### config.mk
export PLATFORM = sky130hd
export DESIGN_NAME = star_flat
export DESIGN_NICKNAME = d
export VERILOG_FILES = /design/src/rtl/star_if.sv /design/src/rtl/star.sv /design/src/flat_wrapper.sv
export SDC_FILE = /design/constraint.sdc
export NUM_CORES = 1
export LEC_CHECK = 0
export CAP_MARGIN = 10
export CORE_ASPECT_RATIO = 1.5
export CORE_MARGIN = 2
export CORE_UTILIZATION = 47
export DETAILED_ROUTE_END_ITERATION = 12
export GPL_ROUTABILITY_DRIVEN = 0
export PLACE_DENSITY = 0.77
export REMOVE_ABC_BUFFERS = 1
export SLEW_MARGIN = 15
export SYNTH_ARGS = -nofsm -noshare
export SYNTH_HDL_FRONTEND = slang
export SYNTH_SLANG_ARGS = --single-unit
### constraint.sdc
create_clock -name clk -period 27 [get_ports clk]
set_input_delay 8.1 -clock clk [delete_from_list [all_inputs] [get_ports clk]]
set_output_delay 8.1 -clock clk [all_outputs]
set_load 0.03 [all_outputs]
### src/rtl/star_if.sv
// star_if: bus bundle between one STAR softmax tile controller and its helpers
// (input memory, CAM-subtract array, CAM/EXP array and exponent LUT).
//   master : the controller (drives requests, address, xi and match vectors)
//   slave  : the memory / CAM / LUT side (returns data, match vectors, LUT results)
interface star_if #(
    parameter int unsigned LUT_len = 64
);
    logic [7:0]         data;
    logic               data_req;
    logic [8:0]         data_addr;
    logic               CAMSUB_req;
    logic [7:0]         xi;
    logic [LUT_len-1:0] i_xi_MV;
    logic [LUT_len-1:0] o_xmax_MV;
    logic [LUT_len-1:0] o_xi_MV;
    logic               FindSub_req;
    logic               EXP_req;
    logic [LUT_len-1:0] i_sub_MV;
    logic [LUT_len-1:0] o_sub_MV;
    logic [31:0]        exp;
    logic [31:0]        Sum_exp;
    logic               finish;

    modport master (
        input  data, i_xi_MV, i_sub_MV, exp, Sum_exp,
        output data_req, data_addr, CAMSUB_req, xi, o_xmax_MV, o_xi_MV,
               FindSub_req, EXP_req, o_sub_MV, finish
    );

    modport slave (
        output data, i_xi_MV, i_sub_MV, exp, Sum_exp,
        input  data_req, data_addr, CAMSUB_req, xi, o_xmax_MV, o_xi_MV,
               FindSub_req, EXP_req, o_sub_MV, finish
    );
endinterface

### src/rtl/star.sv
// star: softmax datapath controller for one STAR accelerator tile.
// Streams rows of signed 8-bit samples from input memory, then sequences the
// CAM-subtract, FindSub and EXP phases per row, tracking the row maximum as a
// one-hot match vector and forwarding difference vectors to the LUT.
// Ports:
//   clk   : clock, all state changes on the rising edge
//   reset : asynchronous active-high reset
//   bus   : star_if master side (requests, address, xi, match vectors, finish)
// All bus outputs are registered.
module star #(
    parameter int unsigned Input_len = 16,
    parameter int unsigned LUT_len   = 64,
    parameter int unsigned N_INPUT   = (Input_len == 16) ? Input_len * Input_len
                                                         : Input_len * Input_len * Input_len
) (
    input  logic   clk,
    input  logic   reset,
    star_if.master bus
);
    localparam int unsigned NRows = N_INPUT / Input_len;
    localparam int unsigned KW    = (Input_len > 2) ? $clog2(Input_len) : 1;
    localparam int unsigned RW    = $clog2(NRows + 1);
    localparam logic [KW-1:0] KLast = KW'(Input_len - 1);
    localparam logic [RW-1:0] RLast = RW'(NRows - 1);

    typedef enum logic [2:0] {
        StIdle, StLoad, StCamsub, StFindsub, StExp, StDrain, StDone
    } state_e;

    state_e             state_q, state_d;
    logic [KW-1:0]      k_q, k_d;
    logic [RW-1:0]      r_q, r_d;
    logic [7:0]         buf_q [Input_len];
    logic [7:0]         buf_d [Input_len];

    logic               data_req_q, data_req_d;
    logic               camsub_req_q, camsub_req_d;
    logic               findsub_req_q, findsub_req_d;
    logic               exp_req_q, exp_req_d;
    logic               finish_q, finish_d;
    logic [8:0]         data_addr_q, data_addr_d;
    logic [7:0]         xi_q, xi_d;
    logic [LUT_len-1:0] xi_mv_q, xi_mv_d;
    logic [LUT_len-1:0] xmax_q, xmax_d;
    logic [LUT_len-1:0] sub_q, sub_d;

    // LUT results are part of the bus contract but not consumed here.
    logic unused_lut;
    assign unused_lut = ^{bus.exp, bus.Sum_exp};

    always_comb begin
        state_d = state_q;
        k_d     = k_q;
        r_d     = r_q;
        buf_d   = buf_q;
        xi_mv_d = xi_mv_q;
        xmax_d  = xmax_q;
        sub_d   = sub_q;

        unique case (state_q)
            StIdle: begin
                state_d = StLoad;
                k_d     = '0;
                r_d     = '0;
            end
            StLoad: begin
                buf_d[k_q] = bus.data;
                if (k_q == KLast) begin
                    state_d = StCamsub;
                    k_d     = '0;
                    xmax_d  = '0;
                end else begin
                    k_d = k_q + 1'b1;
                end
            end
            StCamsub: begin
                xi_mv_d = bus.i_xi_MV;
                // One-hot vectors order the same way as their bit positions.
                if (bus.i_xi_MV > xmax_q) begin
                    xmax_d = bus.i_xi_MV;
                end
                if (k_q == KLast) begin
                    state_d = StFindsub;
                    k_d     = '0;
                end else begin
                    k_d = k_q + 1'b1;
                end
            end
            StFindsub: begin
                if (k_q == KLast) begin
                    state_d = StExp;
                    k_d     = '0;
                end else begin
                    k_d = k_q + 1'b1;
                end
            end
            StExp: begin
                sub_d = bus.i_sub_MV;
                if (k_q == KLast) begin
                    state_d = StDrain;
                    k_d     = '0;
                end else begin
                    k_d = k_q + 1'b1;
                end
            end
            StDrain: begin
                // First drain cycle keeps the last vector visible, second shows 0.
                if (k_q == '0) begin
                    sub_d = '0;
                    k_d   = KW'(1);
                end else begin
                    k_d     = '0;
                    r_d     = r_q + 1'b1;
                    state_d = (r_q == RLast) ? StDone : StLoad;
                end
            end
            StDone: begin
                state_d = StDone;
            end
            default: begin
                state_d = StIdle;
            end
        endcase

        // Outputs are registered from the next state so they line up with it.
        data_req_d    = (state_d == StLoad);
        camsub_req_d  = (state_d == StCamsub);
        findsub_req_d = (state_d == StFindsub);
        exp_req_d     = (state_d == StExp);
        finish_d      = (state_d == StDone);
        data_addr_d   = data_addr_q;
        if (state_d == StLoad) begin
            data_addr_d = 9'(r_d) * 9'(Input_len) + 9'(k_d);
        end
        xi_d = (state_d == StCamsub) ? buf_q[k_d] : '0;
    end

    always_ff @(posedge clk or posedge reset) begin
        if (reset) begin
            state_q       <= StIdle;
            k_q           <= '0;
            r_q           <= '0;
            buf_q         <= '{default: '0};
            data_req_q    <= 1'b0;
            camsub_req_q  <= 1'b0;
            findsub_req_q <= 1'b0;
            exp_req_q     <= 1'b0;
            finish_q      <= 1'b0;
            data_addr_q   <= '0;
            xi_q          <= '0;
            xi_mv_q       <= '0;
            xmax_q        <= '0;
            sub_q         <= '0;
        end else begin
            state_q       <= state_d;
            k_q           <= k_d;
            r_q           <= r_d;
            buf_q         <= buf_d;
            data_req_q    <= data_req_d;
            camsub_req_q  <= camsub_req_d;
            findsub_req_q <= findsub_req_d;
            exp_req_q     <= exp_req_d;
            finish_q      <= finish_d;
            data_addr_q   <= data_addr_d;
            xi_q          <= xi_d;
            xi_mv_q       <= xi_mv_d;
            xmax_q        <= xmax_d;
            sub_q         <= sub_d;
        end
    end

    assign bus.data_req    = data_req_q;
    assign bus.data_addr   = data_addr_q;
    assign bus.CAMSUB_req  = camsub_req_q;
    assign bus.xi          = xi_q;
    assign bus.o_xi_MV     = xi_mv_q;
    assign bus.o_xmax_MV   = xmax_q;
    assign bus.FindSub_req = findsub_req_q;
    assign bus.EXP_req     = exp_req_q;
    assign bus.o_sub_MV    = sub_q;
    assign bus.finish      = finish_q;
endmodule

### src/flat_wrapper.sv
// flat-port wrapper written by rule: the top's interface ports become plain ports
module star_flat 
#(
    parameter int unsigned Input_len = 16,
    parameter int unsigned LUT_len   = 64,
    parameter int unsigned N_INPUT   = (Input_len == 16) ? Input_len * Input_len
                                                         : Input_len * Input_len * Input_len
)
  (clk, reset, bus_data, bus_i_xi_MV, bus_i_sub_MV, bus_exp, bus_Sum_exp, bus_data_req, bus_data_addr, bus_CAMSUB_req, bus_xi, bus_o_xmax_MV, bus_o_xi_MV, bus_FindSub_req, bus_EXP_req, bus_o_sub_MV, bus_finish);
  star_if #(.LUT_len(LUT_len)) bus_i ();
  input  logic clk;
  input  logic reset;
  input wire logic [$bits(bus_i.data)-1:0] bus_data;
  input wire logic [$bits(bus_i.i_xi_MV)-1:0] bus_i_xi_MV;
  input wire logic [$bits(bus_i.i_sub_MV)-1:0] bus_i_sub_MV;
  input wire logic [$bits(bus_i.exp)-1:0] bus_exp;
  input wire logic [$bits(bus_i.Sum_exp)-1:0] bus_Sum_exp;
  output wire logic [$bits(bus_i.data_req)-1:0] bus_data_req;
  output wire logic [$bits(bus_i.data_addr)-1:0] bus_data_addr;
  output wire logic [$bits(bus_i.CAMSUB_req)-1:0] bus_CAMSUB_req;
  output wire logic [$bits(bus_i.xi)-1:0] bus_xi;
  output wire logic [$bits(bus_i.o_xmax_MV)-1:0] bus_o_xmax_MV;
  output wire logic [$bits(bus_i.o_xi_MV)-1:0] bus_o_xi_MV;
  output wire logic [$bits(bus_i.FindSub_req)-1:0] bus_FindSub_req;
  output wire logic [$bits(bus_i.EXP_req)-1:0] bus_EXP_req;
  output wire logic [$bits(bus_i.o_sub_MV)-1:0] bus_o_sub_MV;
  output wire logic [$bits(bus_i.finish)-1:0] bus_finish;
  assign bus_i.data = bus_data;
  assign bus_i.i_xi_MV = bus_i_xi_MV;
  assign bus_i.i_sub_MV = bus_i_sub_MV;
  assign bus_i.exp = bus_exp;
  assign bus_i.Sum_exp = bus_Sum_exp;
  assign bus_data_req = bus_i.data_req;
  assign bus_data_addr = bus_i.data_addr;
  assign bus_CAMSUB_req = bus_i.CAMSUB_req;
  assign bus_xi = bus_i.xi;
  assign bus_o_xmax_MV = bus_i.o_xmax_MV;
  assign bus_o_xi_MV = bus_i.o_xi_MV;
  assign bus_FindSub_req = bus_i.FindSub_req;
  assign bus_EXP_req = bus_i.EXP_req;
  assign bus_o_sub_MV = bus_i.o_sub_MV;
  assign bus_finish = bus_i.finish;
  star #(.Input_len(Input_len), .LUT_len(LUT_len), .N_INPUT(N_INPUT)) u_core (.clk(clk), .reset(reset), .bus(bus_i));
endmodule
==> impl_metrics.ini <==
[min_path]
hold_class = reg -> reg

[yosys]
seq_area_frac_synth = 0.543
ys_warn_count = 0
synth_flop_cell = dfrtp_1
synthCells = 1478
async_flop_share = 1.00
synth.cell_area_um2 = 16300
synth_edf_count = 0
postSynthAreaPerCell_um2 = 11.0
ys_seq_elements = 354
synth_cell_types = 57

[timing]
finalSetupViolCount = 0
worst_slew_pin_slew_ps = 1060
max_slew_margin = 0.275
rsz0062_at_grt = false
fin_crit_sh = 0.425
clock.fmax_ghz = 0.0871
setup_slack_ps = 15520
hold_ws_ps = 472
hold_viol_final = 0
layout_min_cycle_time_ps = 11480
finClkSkew_ps = 20.3
finalMaxSlewViolations = 0
finalSetupTns_ps = 0

[detailed_routing]
ant_nets = 0
vias_per_cell = 5.61
initialDrtViolationCount = 647
met2_wirelength_um = 22700
wl_um = 45300
wl_per_cell_um = 20.1
met3WireLength_um = 3570
vias = 12615
wl_met1_um = 16900
highest_layer = met4
drt_pass1_iterations = 5
drc = 0

[clocking]
clk_pin_slew_ps = 60
cts-root-buf = clkbuf_16
hold_buffers = 0
cts_sinks = 354
htree_levels = 2
clock_path_buffers = 3
cts_setup_buffers = 0
cts_tree = yes
clk_latency_ps = 520
cts_resized = 0
cts_made_buffers = 34

[floorplan]
core_um2 = 34300
die_height_um = 232
dieWidth_um = 156
die_area_um2 = 36300
fp-row-count = 83
io-pin-count = 416
start_util = 0.476

[layout]
final_area_um2 = 21300
drive_gt1_frac = 0.118
final_cells = 2249
fin_nets = 2071
fillers = 2770
area_delta_synth_final_pct = 30.6

[placed_design]
placed_area_um2 = 20200
preCtsSetupSlack_ps = 14880
port_buffers = 351
place_inst = 2188
hpwlAfterDp_um = 31500

[run_status]
status = completed

[worst_setup_path]
crit_fanout = 32
critical_path_arrival_ps = 11850
worst_setup_path_start_kind = input port
required_ps = 27370
worstSetupPathType = in -> reg
endpoint_kind = flop

[power_and_ir_drop]
p_per_area_nw_per_um2 = 75.5
ir_worst_vdd_v = 0.0000415
total_leakage_power_nw = 9.84

[grt]
grt_pass1_vias = 13142
antenna_found_initial = 1
grt_pass1_wl_um = 70600
track_usage = 0.248
overflow = 0
grt_max_degree = 139

[flow_run]
max_cap_viol_count = 0
==> worst paths after layout <==
check,start,endpoint,slack [ps],depth (start not counted)
worst max-delay path,bus_i_xi_MV[9],u_core.bus.o_xmax_MV[42]$_DFFE_PP0P_,15520,10
worst min-delay path,u_core.bus.o_xi_MV[33]$_DFFE_PP0P_,u_core.bus.o_xi_MV[33]$_DFFE_PP0P_,470,2
worst max register to register,u_core.state_q[2]$_DFF_PP0_,u_core.bus.xi[7]$_DFF_PP0_,22600,10
worst min register to register,u_core.bus.o_xi_MV[33]$_DFFE_PP0P_,u_core.bus.o_xi_MV[33]$_DFFE_PP0P_,470,2
max in group asynchronous,reset,u_core.bus.o_sub_MV[6]$_DFFE_PP0P_,16350,4
min in group asynchronous,reset,u_core.bus.o_xmax_MV[15]$_DFFE_PP0P_,8110,2
==> synthesized netlist by cell type, types with 6 or more instances <==
master	instances	area share
nand2_1	364	0.084
dfrtp_1	354	0.54
mux2_2	138	0.095
mux2i_1	100	0.061
inv_1	81	0.019
ha_1	70	0.054
a22o_1	64	0.034
clkbuf_1	48	0.011
a21oi_1	41	0.013
nand3_1	40	0.012
o21ai_0	17	0.0052
nand4_1	14	0.0054
o221ai_1	13	0.0070
buf_2	12	0.0037
nor2_1	10	0.0023
buf_1	8	0.0018
buf_4	8	0.0037
nor3_1	7	0.0021
a2111oi_1	6	0.0037
and3_1	6	0.0023
nor2b_1	6	0.0023
==> layer usage <==
metal	vias to the layer above	GRT usage
met5	-	0
met3	113	0.0584
met1	6249	0.286
met4	0	0.115
met2	502	0.433
li1	5751	-
==> layout by cell type (no fill, tap or decap), types with 4 or more instances in the layout <==
cell             count
clkdlybuf4s50_1    351
a2111oi_1            6
inv_1               80
clkbuf_16           37
nand2_1            362
o211ai_1             4
mux2_2             138
clkbuf_1            10
and3_1               6
nor4_1               4
ha_1                70
mux2i_1            100
a21oi_1             41
nor2b_1              5
nand4_1             14
nor3_1               7
a22o_1              64
nand3_1             40
dfrtp_1            354
a21o_1               5
nor2_1               8
o221ai_1            13
o21ai_0             17
clkbuf_8             9
o31ai_1              4
buf_4               12
a211oi_1             5
==> flip-flops by register name (all words and copies together) (netlist names), 3 cells and up <==
signal / flops
u_core.bus.data_addr: 9
u_core.bus.o_xi_MV: 64
u_core.k_q: 4
u_core.bus.o_xmax_MV: 64
u_core.r_q: 5
u_core.bus.o_sub_MV: 64
u_core.buf_q: 128
u_core.state_q: 3
u_core.bus.xi: 8
==> logic make-up (layout without fill, tap and decap cells) <==
| kind of cell | count (synthesis) | in the layout | share of synthesized area |
|---|---|---|---|
| AND/OR/NAND/NOR | 467 | 467 | 0.119 |
| flip-flops | 354 | 354 | 0.543 |
| multiplexers | 238 | 238 | 0.156 |
| AO/OA/AOI/OAI | 188 | 188 | 0.0859 |
| buffers and inverters | 160 | 505 | 0.0413 |
| adder cells (fa/ha/maj) | 70 | 70 | 0.0536 |
| XOR/XNOR | 1 | 1 | 0.000537 |
| other | 0 | 1 | 0 |
==> power by group <==
part           internal (mW)  switching (mW)  total, mW
clock network          0.294           0.200      0.495
logic                  0.199           0.269      0.468
registers              0.595          0.0522      0.647
total                   1.09           0.521       1.61
==> final cells by class <==
| class | instances | area, um2 | share of cell area |
|---|---|---|---|
| inverter | 82 | 317 | 0.0148 |
| clock buffer | 56 | 1090 | 0.0510 |
| multi-input combinational | 964 | 6850 | 0.321 |
| timing repair buffer | 363 | 3600 | 0.169 |
| clock inverter | 4 | 73.8 | 0.00346 |
| tap | 425 | 532 | 0.0249 |
| sequential | 354 | 8860 | 0.416 |
| antenna | 1 | 2.50 | 0.000117 |
==> worst max-delay path: stages <==
cell             delay, ps
clkdlybuf4s50_1        590
ha_1                   290
nand4_1                120
nor3_1                 100
a21boi_0               140
or4b_1                 600
a2111oi_0              990
o21ai_4                300
buf_4                  410
mux2i_1                200
==> stage by stage <==
stage	total power [mW]	utilization
2_1_floorplan	0.917	-
3_3_place_gp	1.11	0.588
3_5_place_dp	1.12	0.588
4_1_cts	1.62	0.622
5_1_grt	1.69	0.622
6_report	1.61	0.622
No activity file was read; power rests on OpenSTA's default activity.
